==> src/rtl/ctrl_pkg.sv <==
// Shared definitions for the ALU instruction control sequencer:
// opcodes, ALU one-hot bit positions, state encoding and IR field slices.
package ctrl_pkg;

  localparam int NREG_DEF    = 16;
  localparam int TIMEOUT_DEF = 15;
  localparam int ALU_W       = 13;

  localparam int OPC_HI = 31;
  localparam int OPC_LO = 27;
  localparam int RA_HI  = 26;
  localparam int RA_LO  = 23;
  localparam int RB_HI  = 22;
  localparam int RB_LO  = 19;
  localparam int RC_HI  = 18;
  localparam int RC_LO  = 15;

  localparam logic [4:0] OP_ADD  = 5'd0;
  localparam logic [4:0] OP_SUB  = 5'd1;
  localparam logic [4:0] OP_AND  = 5'd2;
  localparam logic [4:0] OP_OR   = 5'd3;
  localparam logic [4:0] OP_SHR  = 5'd4;
  localparam logic [4:0] OP_SHRA = 5'd5;
  localparam logic [4:0] OP_SHL  = 5'd6;
  localparam logic [4:0] OP_ROR  = 5'd7;
  localparam logic [4:0] OP_ROL  = 5'd8;
  localparam logic [4:0] OP_MUL  = 5'd9;
  localparam logic [4:0] OP_DIV  = 5'd10;
  localparam logic [4:0] OP_NEG  = 5'd11;
  localparam logic [4:0] OP_NOT  = 5'd12;

  // ADD is the MSB of alu_op, NOT the LSB
  localparam int ALU_ADD  = 12;
  localparam int ALU_SUB  = 11;
  localparam int ALU_AND  = 10;
  localparam int ALU_OR   = 9;
  localparam int ALU_SHR  = 8;
  localparam int ALU_SHRA = 7;
  localparam int ALU_SHL  = 6;
  localparam int ALU_ROR  = 5;
  localparam int ALU_ROL  = 4;
  localparam int ALU_MUL  = 3;
  localparam int ALU_DIV  = 2;
  localparam int ALU_NEG  = 1;
  localparam int ALU_NOT  = 0;

  typedef enum logic [3:0] {
    S_IDLE, S_T0, S_T1, S_T2,
    S_T3, S_T4, S_T5, S_T6,
    S_FAULT
  } state_e;

  typedef enum logic [1:0] {
    C_ALU3, C_MULDIV, C_UNARY, C_ILLEGAL
  } op_class_e;

  function automatic op_class_e op_class(
    input logic [4:0] opc
  );
    if (opc <= OP_ROL)
      return C_ALU3;
    else if (opc == OP_MUL || opc == OP_DIV)
      return C_MULDIV;
    else if (opc == OP_NEG || opc == OP_NOT)
      return C_UNARY;
    else
      return C_ILLEGAL;
  endfunction

  function automatic logic [ALU_W-1:0] alu_onehot(
    input logic [4:0] opc
  );
    logic [ALU_W-1:0] v;
    v = '0;
    case (opc)
      OP_ADD:  v[ALU_ADD]  = 1'b1;
      OP_SUB:  v[ALU_SUB]  = 1'b1;
      OP_AND:  v[ALU_AND]  = 1'b1;
      OP_OR:   v[ALU_OR]   = 1'b1;
      OP_SHR:  v[ALU_SHR]  = 1'b1;
      OP_SHRA: v[ALU_SHRA] = 1'b1;
      OP_SHL:  v[ALU_SHL]  = 1'b1;
      OP_ROR:  v[ALU_ROR]  = 1'b1;
      OP_ROL:  v[ALU_ROL]  = 1'b1;
      OP_MUL:  v[ALU_MUL]  = 1'b1;
      OP_DIV:  v[ALU_DIV]  = 1'b1;
      OP_NEG:  v[ALU_NEG]  = 1'b1;
      OP_NOT:  v[ALU_NOT]  = 1'b1;
      default: v = '0;
    endcase
    return v;
  endfunction

endpackage

==> src/rtl/reg_select_decoder.sv <==
// 4-bit register index plus enable to one-hot select vector.
module reg_select_decoder #(
  parameter int N = 16
) (
  input  logic [3:0]   idx_i,
  input  logic         en_i,
  output logic [N-1:0] sel_o
);

  always_comb begin
    sel_o = '0;
    if (en_i)
      sel_o[idx_i] = 1'b1;
  end

endmodule

==> src/rtl/alu_control_sequencer.sv <==
// Moore control unit: fetch (T0-T2) then execute (T3-T6) of one
// register-register ALU instruction, driving every datapath strobe.
module alu_control_sequencer
  import ctrl_pkg::*;
#(
  parameter int NREG    = NREG_DEF,
  parameter int TIMEOUT = TIMEOUT_DEF
) (
  input  logic             clock,
  input  logic             clear,
  input  logic             start,
  input  logic             mem_rdy,
  input  logic [31:0]      ir,
  output logic             busy,
  output logic             done,
  output logic             fault,
  output logic [NREG-1:0]  Rin_sel,
  output logic [NREG-1:0]  Rout_sel,
  output logic             PCout,
  output logic             MARin,
  output logic             IncPC,
  output logic             Zin,
  output logic             Zlowout,
  output logic             Zhighout,
  output logic             PCin,
  output logic             Read,
  output logic             MDRin,
  output logic             MDRout,
  output logic             IRin,
  output logic             Yin,
  output logic             HIin,
  output logic             LOin,
  output logic [ALU_W-1:0] alu_op
);

  localparam int CW = $clog2(TIMEOUT + 1);

  state_e      state_q, state_d;
  logic [CW-1:0] wait_q, wait_d;
  logic [4:0]  op_q;
  logic [3:0]  ra_q, rb_q, rc_q;
  logic [3:0]  rout_idx;
  logic        rin_en, rout_en;
  op_class_e   cls;
  logic        unused_ir;

  assign unused_ir = ^ir[RC_LO-1:0];
  assign cls  = op_class(op_q);
  assign busy = (state_q != S_IDLE) &&
                (state_q != S_FAULT);

  always_ff @(posedge clock) begin
    if (clear) begin
      state_q <= S_IDLE;
      wait_q  <= '0;
      op_q    <= '0;
      ra_q    <= '0;
      rb_q    <= '0;
      rc_q    <= '0;
    end else begin
      state_q <= state_d;
      wait_q  <= wait_d;
      // fields frozen on the T2->T3 edge for the whole execute phase
      if (state_q == S_T2) begin
        op_q <= ir[OPC_HI:OPC_LO];
        ra_q <= ir[RA_HI:RA_LO];
        rb_q <= ir[RB_HI:RB_LO];
        rc_q <= ir[RC_HI:RC_LO];
      end
    end
  end

  always_comb begin
    state_d  = state_q;
    wait_d   = wait_q;
    done     = 1'b0;
    fault    = 1'b0;
    PCout    = 1'b0;
    MARin    = 1'b0;
    IncPC    = 1'b0;
    Zin      = 1'b0;
    Zlowout  = 1'b0;
    Zhighout = 1'b0;
    PCin     = 1'b0;
    Read     = 1'b0;
    MDRin    = 1'b0;
    MDRout   = 1'b0;
    IRin     = 1'b0;
    Yin      = 1'b0;
    HIin     = 1'b0;
    LOin     = 1'b0;
    alu_op   = '0;
    rin_en   = 1'b0;
    rout_en  = 1'b0;
    rout_idx = rb_q;
    unique case (state_q)
      S_IDLE: begin
        wait_d = '0;
        if (start)
          state_d = S_T0;
      end
      S_T0: begin
        PCout   = 1'b1;
        MARin   = 1'b1;
        IncPC   = 1'b1;
        Zin     = 1'b1;
        state_d = S_T1;
      end
      S_T1: begin
        Zlowout = 1'b1;
        Read    = 1'b1;
        MDRin   = 1'b1;
        // PC is loaded only in the first T1 cycle
        PCin    = (wait_q == '0);
        if (mem_rdy) begin
          state_d = S_T2;
          wait_d  = '0;
        end else if (wait_q + CW'(1) == CW'(TIMEOUT)) begin
          state_d = S_FAULT;
          wait_d  = '0;
        end else begin
          wait_d  = wait_q + CW'(1);
        end
      end
      S_T2: begin
        MDRout  = 1'b1;
        IRin    = 1'b1;
        state_d = S_T3;
      end
      S_T3: begin
        unique case (cls)
          C_ALU3, C_MULDIV: begin
            rout_en = 1'b1;
            Yin     = 1'b1;
            state_d = S_T4;
          end
          C_UNARY: begin
            rout_en = 1'b1;
            alu_op  = alu_onehot(op_q);
            Zin     = 1'b1;
            state_d = S_T4;
          end
          default: state_d = S_FAULT;
        endcase
      end
      S_T4: begin
        if (cls == C_UNARY) begin
          Zlowout = 1'b1;
          rin_en  = 1'b1;
          done    = 1'b1;
          state_d = S_IDLE;
        end else begin
          rout_en  = 1'b1;
          rout_idx = rc_q;
          alu_op   = alu_onehot(op_q);
          Zin      = 1'b1;
          state_d  = S_T5;
        end
      end
      S_T5: begin
        Zlowout = 1'b1;
        if (cls == C_ALU3) begin
          rin_en  = 1'b1;
          done    = 1'b1;
          state_d = S_IDLE;
        end else begin
          LOin    = 1'b1;
          state_d = S_T6;
        end
      end
      S_T6: begin
        Zhighout = 1'b1;
        HIin     = 1'b1;
        done     = 1'b1;
        state_d  = S_IDLE;
      end
      S_FAULT: fault = 1'b1;
      default: state_d = S_IDLE;
    endcase
  end

  reg_select_decoder #(.N(NREG)) u_rin (
    .idx_i (ra_q),
    .en_i  (rin_en),
    .sel_o (Rin_sel)
  );

  reg_select_decoder #(.N(NREG)) u_rout (
    .idx_i (rout_idx),
    .en_i  (rout_en),
    .sel_o (Rout_sel)
  );

endmodule

==> config.mk <==
export PLATFORM = sky130hd
export DESIGN_NAME = alu_control_sequencer
export DESIGN_NICKNAME = d
export VERILOG_FILES = /design/src/rtl/ctrl_pkg.sv /design/src/rtl/reg_select_decoder.sv /design/src/rtl/alu_control_sequencer.sv
export SDC_FILE = /design/constraint.sdc
export NUM_CORES = 1
export LEC_CHECK = 0
export CAP_MARGIN = 10
export CORE_MARGIN = 8
export CORE_UTILIZATION = 37
export DETAILED_ROUTE_END_ITERATION = 8
export GPL_TIMING_DRIVEN = 0
export PLACE_DENSITY = 0.77
export SLEW_MARGIN = 20
export SYNTH_ARGS = -nofsm -noshare
export SYNTH_HDL_FRONTEND = slang
export SYNTH_SLANG_ARGS = --single-unit
==> constraint.sdc <==
create_clock -name clock -period 1.7 [get_ports clock]
set_clock_uncertainty 0.15 [all_clocks]
set_input_delay 0.255 -clock clock [delete_from_list [all_inputs] [get_ports clock]]
set_output_delay 0.255 -clock clock [all_outputs]
set_load 0.03 [all_outputs]
# [Yosys cells after proc, flatten, opt, wreduce, memory -nomap -nowiden]
# Index checks and enable logic that the tools add are counted.
[word_totals] word_cells=110 reg_bits=25 input_bits=36 output_inout_bits=62
[op_classes] add_sub_neg=1 mux=56 n_lt_le_gt_ge=5 n_reduce_logical=15 n_bitwise=1 eq_ne=26
[op_table] cell="16-bit two-way mux" count=2
[op_table] cell="4-bit two-way mux" count=8
[op_table] cell="4-bit one-hot mux with 8 select lines" count=1
[op_table] cell="1-bit two-way mux" count=30
[op_table] cell="13-bit two-way mux" count=2
[op_table] cell="13-bit one-hot mux with 2 select lines" count=1
[op_table] cell="5-bit by 4-bit == test with 1-bit output (second input constant)" count=5
[op_table] cell="5-bit by 3-bit == test with 1-bit output (second input constant)" count=4
[op_table] cell="4-bit by 3-bit == test with 1-bit output (second input constant)" count=4
[op_table] cell="5-bit by 2-bit == test with 1-bit output (second input constant)" count=2
[op_table] cell="4-bit by 5-bit < comparator with 1-bit output (second input constant)" count=2
[op_table] cell="1-bit demux with 4-bit select" count=2
[op_table] cell="4-bit by 2-bit == test with 1-bit output (second input constant)" count=2
[op_table] cell="4-bit == test (second input constant)" count=2
[op_table] cell="4-bit by 1-bit greater-or-equal comparator with 1-bit output (second input constant)" count=2
[op_table] cell="4-bit zero test" count=2
[op_table] cell="4-bit one-hot mux with 2 select lines" count=1
[op_table] cell="3-bit two-way mux" count=2
[op_table] cell="1-bit one-hot mux with 2 select lines" count=3
[op_table] cell="1-bit one-hot mux with 3 select lines" count=2
[op_table] cell="5-bit by 1-bit == test with 1-bit output (second input constant)" count=1
[op_table] cell="5-bit by 4-bit <= comparator with 1-bit output (second input constant)" count=1
[op_table] cell="5-bit zero test" count=1
[op_table] cell="4-bit by 1-bit adder with 4-bit output (second input constant)" count=1
[op_table] cell="16 further kinds" count=21

# [Depth between registers and ports, before layout]
# Gate-level depths: netlist of run 1.
[depth] depth_word=13 ltp_mapped=8 mapped_depth_nobuf=6

# [Hierarchy]
# A second synthesis of run 1 with hierarchy kept.
[unflattened] hier_cells=252 area_unflattened_um2=1766.7
[modules_own_cells] mod="alu_control_sequencer" area_each_um2=1531.5 cells_each=206 n_inst=1
[modules_own_cells] mod="reg_select_decoder" area_each_um2=117.6 cells_each=23 n_inst=2

# [Least setup slack after synthesis of run 1]
# Ideal clock, no wire load.
[synth_timing] path_kind="register -> output" from="reg state_q[0]" to="out Yin" path_stages_with_launch=5 path_buffers=2 t_arrival_ns=2.368 t_required_ns=1.295 setup_slack_ns=-1.073 cell_sequence="dfxtp_1 > buf_2 > or2_1 > buf_2 > a2111oi_0"
[synth_between] elab_chain_cells=2
[synth_lines] element="start, declared" line="alu_control_sequencer.sv:38" rtl="state_e state_q, state_d;"
[synth_lines] element="start signal, assigned" line="alu_control_sequencer.sv:61" rtl="state_q <= state_d;"
[synth_lines] element="4-bit by 3-bit == test with 1-bit output" line="alu_control_sequencer.sv:96" rtl="unique case (state_q)"
[synth_lines] element="1-bit two-way mux" line="alu_control_sequencer.sv:96"
[synth_lines] element="end, declared" line="alu_control_sequencer.sv:30" rtl="output logic Yin,"
# Every way passes these cells.

# [Worst setup path after layout of run 1]
[layout_timing] from="reg op_q[2]" to="out alu_op[4]"
[layout_between] elab_chain_cells=8
[layout_lines] element="start, declared" line="alu_control_sequencer.sv:40" rtl="logic [4:0] op_q;"
[layout_lines] element="start signal, assigned" line="alu_control_sequencer.sv:65" rtl="op_q <= ir[OPC_HI:OPC_LO];"
[layout_lines] element="5-bit by 4-bit == test with 1-bit output" line="ctrl_pkg.sv:64" rtl="else if (opc == OP_NEG || opc == OP_NOT)"
[layout_lines] element="1-bit logical OR" line="ctrl_pkg.sv:64"
[layout_lines] element="1-bit two-way mux" line="ctrl_pkg.sv:64"
[layout_lines] element="2-bit two-way mux" line="ctrl_pkg.sv:62" rtl="else if (opc == OP_MUL || opc == OP_DIV)"
[layout_lines] element="2-bit two-way mux" line="ctrl_pkg.sv:60" rtl="if (opc <= OP_ROL)"
[layout_lines] element="2-bit == test" line="alu_control_sequencer.sv:131, alu_control_sequencer.sv:147"
[layout_lines] element="13-bit two-way mux, on equally long branches" line="alu_control_sequencer.sv:147, alu_control_sequencer.sv:131"
[layout_lines] element="13-bit one-hot mux with 2 select lines (*)" line="alu_control_sequencer.sv:96"
[layout_lines] element="end, declared" line="alu_control_sequencer.sv:33" rtl="output logic [ALU_W-1:0] alu_op"
# Mark *: on every way between the ends. The rest lies on a longest branch, timed or not.

==> results of run 1 <==
-- final timing paths --
check | cells past startpoint | slack (ns) | endpoint | startpoint
max reg2reg | 7 | -0.11 | wait_q[3] | state_q[2]
max | 6 | -0.82 | alu_op[4] | op_q[2]
min reg2reg | 2 | 0.35 | rb_q[1] | rb_q[1]
min | 2 | 0.21 | state_q[1] | clear
-- through the flow --
stage | TNS (ns) | hold WS, ns | worst slack, ns | util
floorplan | -15.20 | 0.233 | -0.414 | -
global placement | -51.70 | 0.330 | -1.13 | 0.660
detailed placement | -53.01 | 0.338 | -1.15 | 0.660
CTS | -34.68 | 0.210 | -0.809 | 0.738
global route | -41.75 | 0.280 | -0.909 | 0.800
finish | -35.65 | 0.212 | -0.818 | 0.800
-- power groups by stage --
stage,sequential [mW],combinational (mW),clock (mW)
final,0.687,1.14,0.346
after global routing,0.693,1.20,0.379
after CTS,0.681,0.983,0.356
after detailed placement,0.674,0.854,0
after global placement,0.672,0.840,0
after floorplan,0.666,0.595,0
-- layer usage --
metal,share of wire,wire length [um]
met4,0.013,104
met1,0.41,3400
met2,0.51,4230
met5,0,0
met3,0.060,491
-- critical path, delay by kind of cell (launching register included) --
kind,cells,cell delay (ns)
DFF,1,0.36
buffers and inverters,2,0.35
AOI/OAI and AO/OA,1,0.33
and+or+nand+nor,2,0.66
muxes,1,0.14
-- area by class of cell --
| class | count | share of cell area |
|---|---|---|
| multi-input cells | 219 | 0.495 |
| inverters | 9 | 0.0106 |
| plain buffers | 21 | 0.0493 |
| well taps | 70 | 0.0212 |
| flip-flops and latches | 25 | 0.125 |
| repair buffers | 119 | 0.289 |
| clock buffers | 4 | 0.0109 |
-- cell usage in the layout, fill, tap and decap left out, drive strengths merged, types with 4 or more instances in the layout --
| cell type | instances |
|---|---|
| nand3 | 9 |
| o211ai | 4 |
| nor2b | 4 |
| clkbuf | 8 |
| nand2 | 45 |
| nor2 | 29 |
| nand2b | 8 |
| a21oi | 26 |
| clkdlybuf4s50 | 19 |
| o21ai | 6 |
| nor3 | 5 |
| nand4 | 4 |
| dfxtp | 25 |
| buf | 115 |
| or3 | 7 |
| inv | 9 |
| nor4b | 4 |
| nand3b | 6 |
| nor4 | 8 |
| nand4b | 6 |
| a22oi | 16 |
-- flip-flops by register name (all words and copies together) (netlist names) --
signal	cells
rc_q	4
wait_q	4
ra_q	4
op_q	5
rb_q	4
state_q	4
-- what timing repair did --
action,CTS,global route
endpoints found under the setup margin,75,87
pin swaps,32,35
buffers inserted,25,15
gates resized for setup,440,85
-- cells by family (layout without fill, tap and decap cells) --
kind of cell,after synthesis,after routing,share of synthesized area
flip-flops,25,25,0.251
buffers and inverters,34,153,0.0827
multiplexers,1,1,0.00501
AO/OA/AOI/OAI,69,69,0.234
AND/OR/NAND/NOR,146,146,0.409
adder cells (fa/ha/maj),3,3,0.0188
==> summary.md, run 1 <==
| Metric | Value |
|---|---|
| Sequential element share of the synthesized area | 0.251 |
| Net Count, Synth | 317 |
| Final-report hold violation count | 0 |
| Post-detailed-route DRC marker count | 0 |
| Power density cells | 525 mW/mm2 |
| Width of the die | 89.5 um |
| Initial core utilization | 0.386 |
| Clock Tree Root | clkbuf_8 |
| Post-synthesis instance total | 278 |
| Vias per std cell | 5.44 |
| Violations in the final reports | setup timing |
| Setup repair after global routing missed its margin | yes |
| Clk Latency, worst-skew pair | 0.27 ns |
| Hold/Removal Path Class | input port to flip-flop |
| Chain of cells forming the critical path | or3b_4, a21oi_4, mux2i_4, buf_6, nor4b_4, buf_4 |
| Max Buffers Root-to-Sink | 2 |
| Total chip power | 2.17 mW |
| Area occupied by registers | 515 um2 |
| Number of nets in the final layout | 437 |
| Post-route cell area | 0.00414 mm2 |
| Yosys top cell area share | 0.251 |
| Number of buffers added on ports | 81 |
| Global-route congestion overflow total | 0 |
| Cell Rows | 26 |
| Number of fill cells in the layout | 315 |
| Leak | 1.50 nW |
| Number of pins exceeding their max-slew limit in the final report | 0 |
| Largest stage delay, worst path | 0.42 ns |
| Setup crit end kind | primary output |
| Placed wire-length estimate | 5.45 mm |
| H-tree levels | 1 |
| Post-synthesis sequential element count | 25 |
| Maximum resistive drop on vdd | 0.560 mV |
| Main area contributors after synthesis | dfxtp_1, nand2_1, a21oi_1, a22oi_1, nor2_1 |
| Count of flip-flops with a built-in enable after synthesis | 0 |
| TritonCTS Sinks | 25 |
| Post-layout minimum cycle time | 2.52 ns |
| Part of the power in combinational logic | 0.525 |
| Maximum clock frequency | 0.397 GHz |
| Final wirelength | 8.22 mm |
| Yosys warning total | 0 |
| Non-filler cells in the finished layout | 467 |
| Detailed-route wire length per cell | 17.6 um |
| Number of diodes | 0 |
| Number of DRC markers after the initial detailed-route iteration | 106 |
| Ratio of cells with drive above 1 in the final layout | 0.597 |
| CTS tree | built |
| Gr busiest metal | met2 |
| Placed Instances | 429 |
| P_sw | 832 uW |
| Unique masters post-synth | 51 |
| Number of hold-repair buffers added at the cts stage | 0 |
| Max transition margin | 0.509 |
| Critical path startpoint category | flip-flop |
| Final antenna-violating net count | 0 |
| Type of the worst setup path | flip-flop to primary output |
| GRT Resource Usage Total | 0.193 |
| Count of final setup violators | 67 |
| Number of buffers created by CTS | 3 |
| Met2 routing resource usage after global routing | 0.319 |
| Number of I/O pins | 98 |
| First-pass iteration count of the detailed router | 4 |
| Die height | 89.5 um |
| Critical path data arrival time | 2.11 ns |
| GR Layer Usage met3 | 0.0349 |
| Total area of multi-input combinational cells | 0.00205 mm2 |
| Most numerous cell in the Yosys netlist | nand2_1 |
| Maximum number of pins on one net before global-route repair | 18 |
| Part of the total power dissipated in the clock network | 0.159 |
| Area leader, netlist | dfxtp_1 |
| Top FF cell, synth | dfxtp_1 |
| Async set-reset flop share out of synthesis | 0 |
| Leading post-synthesis cells by instance count | nand2_1, nor2_1, a21oi_1, dfxtp_1, a22oi_1 |
| Status | complete, but fails checks |
| Flop pwr share | 0.316 |
| Top fanout value on the critical path | 8 |
| Placer's final routability congestion estimate | 0.867 |
| Routed via count | 2541 |
| Initial antenna violation count | 0 |
| Worst path required time | 1.29 ns |
| Area of the placeable core | 0.00517 mm2 |
| Area Growth Syn to Fin | 107% |
| Number of global-route vias before repair | 2469 |
| Slew of the pin with the lowest slew margin | 0.736 ns |
| Switching Share | 0.382 |
| Wire length of the first global-routing pass | 12.3 mm |
| Met1 Resource Use GR | 0.247 |
| Avg Cell Area, Syn | 7.18 um2 |
| Worst setup margin | -0.818 ns |
| Count of maximum capacitance violations | 0 |
| DIE AREA | 0.00800 mm2 |
| Worst-path cell with the longest stage delay | or3b_4 |
| Cell area after synthesis | 0.00200 mm2 |
| Final worst path period share | 1.48 |
| Total internal power | 1.34 mW |
| Placed Area | 0.00342 mm2 |
| Clock-pin slew on the worst setup and hold paths | 0.09 ns |
No activity file was read; power rests on OpenSTA's default activity.
==> run 2: changes to the inputs <==
- CAP_MARGIN: 10 -> unset
==> results of run 2 <==
Final layout, timing and power as in run 1 (identical DEF).
==> run 3: changes to the inputs <==
- SKIP_CTS_REPAIR_TIMING: unset -> 1
==> run 3 against run 2 <==
  * The run still ends with setup timing left
  * Combinational power is 14% higher
  * Worst setup slack worse by 0.14 ns
  * Power rose by 6.9%
  * Utilization grew 4.8 points
  * Fmax is 5.1% lower
  * Sequential share of layout area shrank 0.70 points
  * Cell count increased by 6.0%
  * Via count is 13% higher
  * Register-to-register slack lost 0.14 ns
  * Global-route usage is 2.0 points lower
  * Critical endpoint is now Rout_sel[1]
  * Largest power group unchanged
==> summary.md, run 3 (same netlist as run 1, synthesis figures left out) <==
| Metric | Value |
|---|---|
| DIE AREA | 0.00800 mm2 |
| Area of the placeable core | 0.00517 mm2 |
| Total area of multi-input combinational cells | 0.00201 mm2 |
| Slew of the pin with the lowest slew margin | 0.779 ns |
| CTS tree | built |
| Max Buffers Root-to-Sink | 2 |
| Number of nets in the final layout | 465 |
| Final sum of negative setup slack | -44.52 ns |
| Global-route congestion overflow total | 0 |
| Area Growth Syn to Fin | 120% |
| Worst setup margin | -0.955 ns |
| Maximum clock frequency | 0.377 GHz |
| Setup crit end kind | primary output |
| Clk Latency, worst-skew pair | 0.27 ns |
| Final wirelength | 10.1 mm |
| Count of final setup violators | 86 |
| Number of pins exceeding their max-slew limit in the final report | 0 |
| Placed wire-length estimate | 5.45 mm |
| Ratio of cells with drive above 1 in the final layout | 0.595 |
| Final-report hold violation count | 0 |
| Post-layout minimum cycle time | 2.65 ns |
| Number of I/O pins | 98 |
| Hold path cells | 2 |
| Cell Rows | 26 |
| TritonCTS Sinks | 25 |
| Power density cells | 530 mW/mm2 |
| Number of global-route vias before repair | 2226 |
| Clock Tree Root | clkbuf_8 |
| Routed via count | 2859 |
| Area occupied by registers | 515 um2 |
| Count of maximum capacitance violations | 0 |
| Type of the worst setup path | flip-flop to primary output |
| First-pass iteration count of the detailed router | 4 |
| Top fanout value on the critical path | 6 |
| Critical path startpoint category | flip-flop |
| Setup repair after global routing missed its margin | yes |
| Number of buffers created by CTS | 3 |
| Leak | 1.62 nW |
| Most frequent cells in the layout | buf_6, buf_4, nand2_1 |
| Total chip power | 2.32 mW |
| Post-detailed-route DRC marker count | 0 |
| Max transition margin | 0.480 |
| Vias per std cell | 5.78 |
| Number of diodes | 0 |
| Placer's final routability congestion estimate | 0.867 |
| Maximum number of pins on one net before global-route repair | 14 |
| Number of fill cells in the layout | 262 |
| Width of the die | 89.5 um |
| Clock-pin slew on the worst setup and hold paths | 0.09 ns |
| Initial core utilization | 0.386 |
| Initial antenna violation count | 0 |
| Die height | 89.5 um |
| Final worst path period share | 1.56 |
| Most common library cell in the layout ignoring fill and taps | buf_6 |
| Maximum resistive drop on vdd | 0.476 mV |
| Status | complete, but fails checks |
| Critical path data arrival time | 2.25 ns |
| Wire length of the first global-routing pass | 11.1 mm |
| Number of DRC markers after the initial detailed-route iteration | 164 |
| GRT Resource Usage Total | 0.173 |
| Number of flip-flops in the largest register | 5 |
| Largest register by flop count | op_q |
| Worst path required time | 1.29 ns |
| Hold/Removal Path Class | input port to flip-flop |
| H-tree levels | 1 |
| Detailed-route wire length per cell | 20.4 um |
| R2R depth | 10 |
| Number of buffers added on ports | 81 |
| Violations in the final reports | setup timing |
| Final antenna-violating net count | 0 |
[run 3: per-stage QoR]
stage / instance area [um2] / util / std cells / hold WS (ns) / worst slack [ns]
2_1_floorplan: 2520 / - / 278 / 0.233 / -0.414
3_3_place_gp: 3420 / 0.660 / 429 / 0.330 / -1.13
3_5_place_dp: 3420 / 0.660 / 429 / 0.338 / -1.15
4_1_cts: 3460 / 0.669 / 433 / 0.210 / -1.47
5_1_grt: 4390 / 0.848 / 495 / 0.285 / -1.04
6_report: 4390 / 0.848 / 495 / 0.258 / -0.955
[run 3: layout make-up]
cell class,count,area share
multi-input combinational,219,0.457
tap,70,0.0200
buffer,23,0.0576
inverter,9,0.0106
timing repair buffer,145,0.327
clock buffer,4,0.0103
sequential,25,0.117
[run 3: metal layers]
| metal | part of all wire | vias to the layer above | global-route usage | wire length [um] |
|---|---|---|---|---|
| li1 | - | 1301 | - | - |
| met1 | 0.40 | 1386 | 0.234 | 4010 |
| met2 | 0.49 | 152 | 0.267 | 4970 |
| met3 | 0.089 | 20 | 0.0322 | 902 |
| met4 | 0.024 | 0 | 0.0559 | 238 |
| met5 | 0 | - | 0 | 0 |
[run 3: path summary, 6_finish.rpt]
| path | start | end | slack (ns) |
|---|---|---|---|
| max reg2reg | state_q[3] | op_q[4] | -0.25 |
| min reg2reg | rc_q[1] | rc_q[1] | 0.36 |
| min | clear | wait_q[3] | 0.26 |
| max | state_q[1] | Rout_sel[1] | -0.95 |
[run 3: critical path: stages, from the launching register on]
cell	delay (ns)
dfxtp_2	0.35
buf_6	0.13
or2_1	0.24
buf_6	0.14
nor4_4	0.29
buf_6	0.19
nand3b_1	0.21
a22oi_2	0.26
buf_6	0.16
[run 3: where the power goes]
| part | switching [mW] | internal, mW | total [mW] |
|---|---|---|---|
| registers | 0.0492 | 0.623 | 0.672 |
| logic | 0.660 | 0.635 | 1.30 |
| clock network | 0.189 | 0.168 | 0.357 |
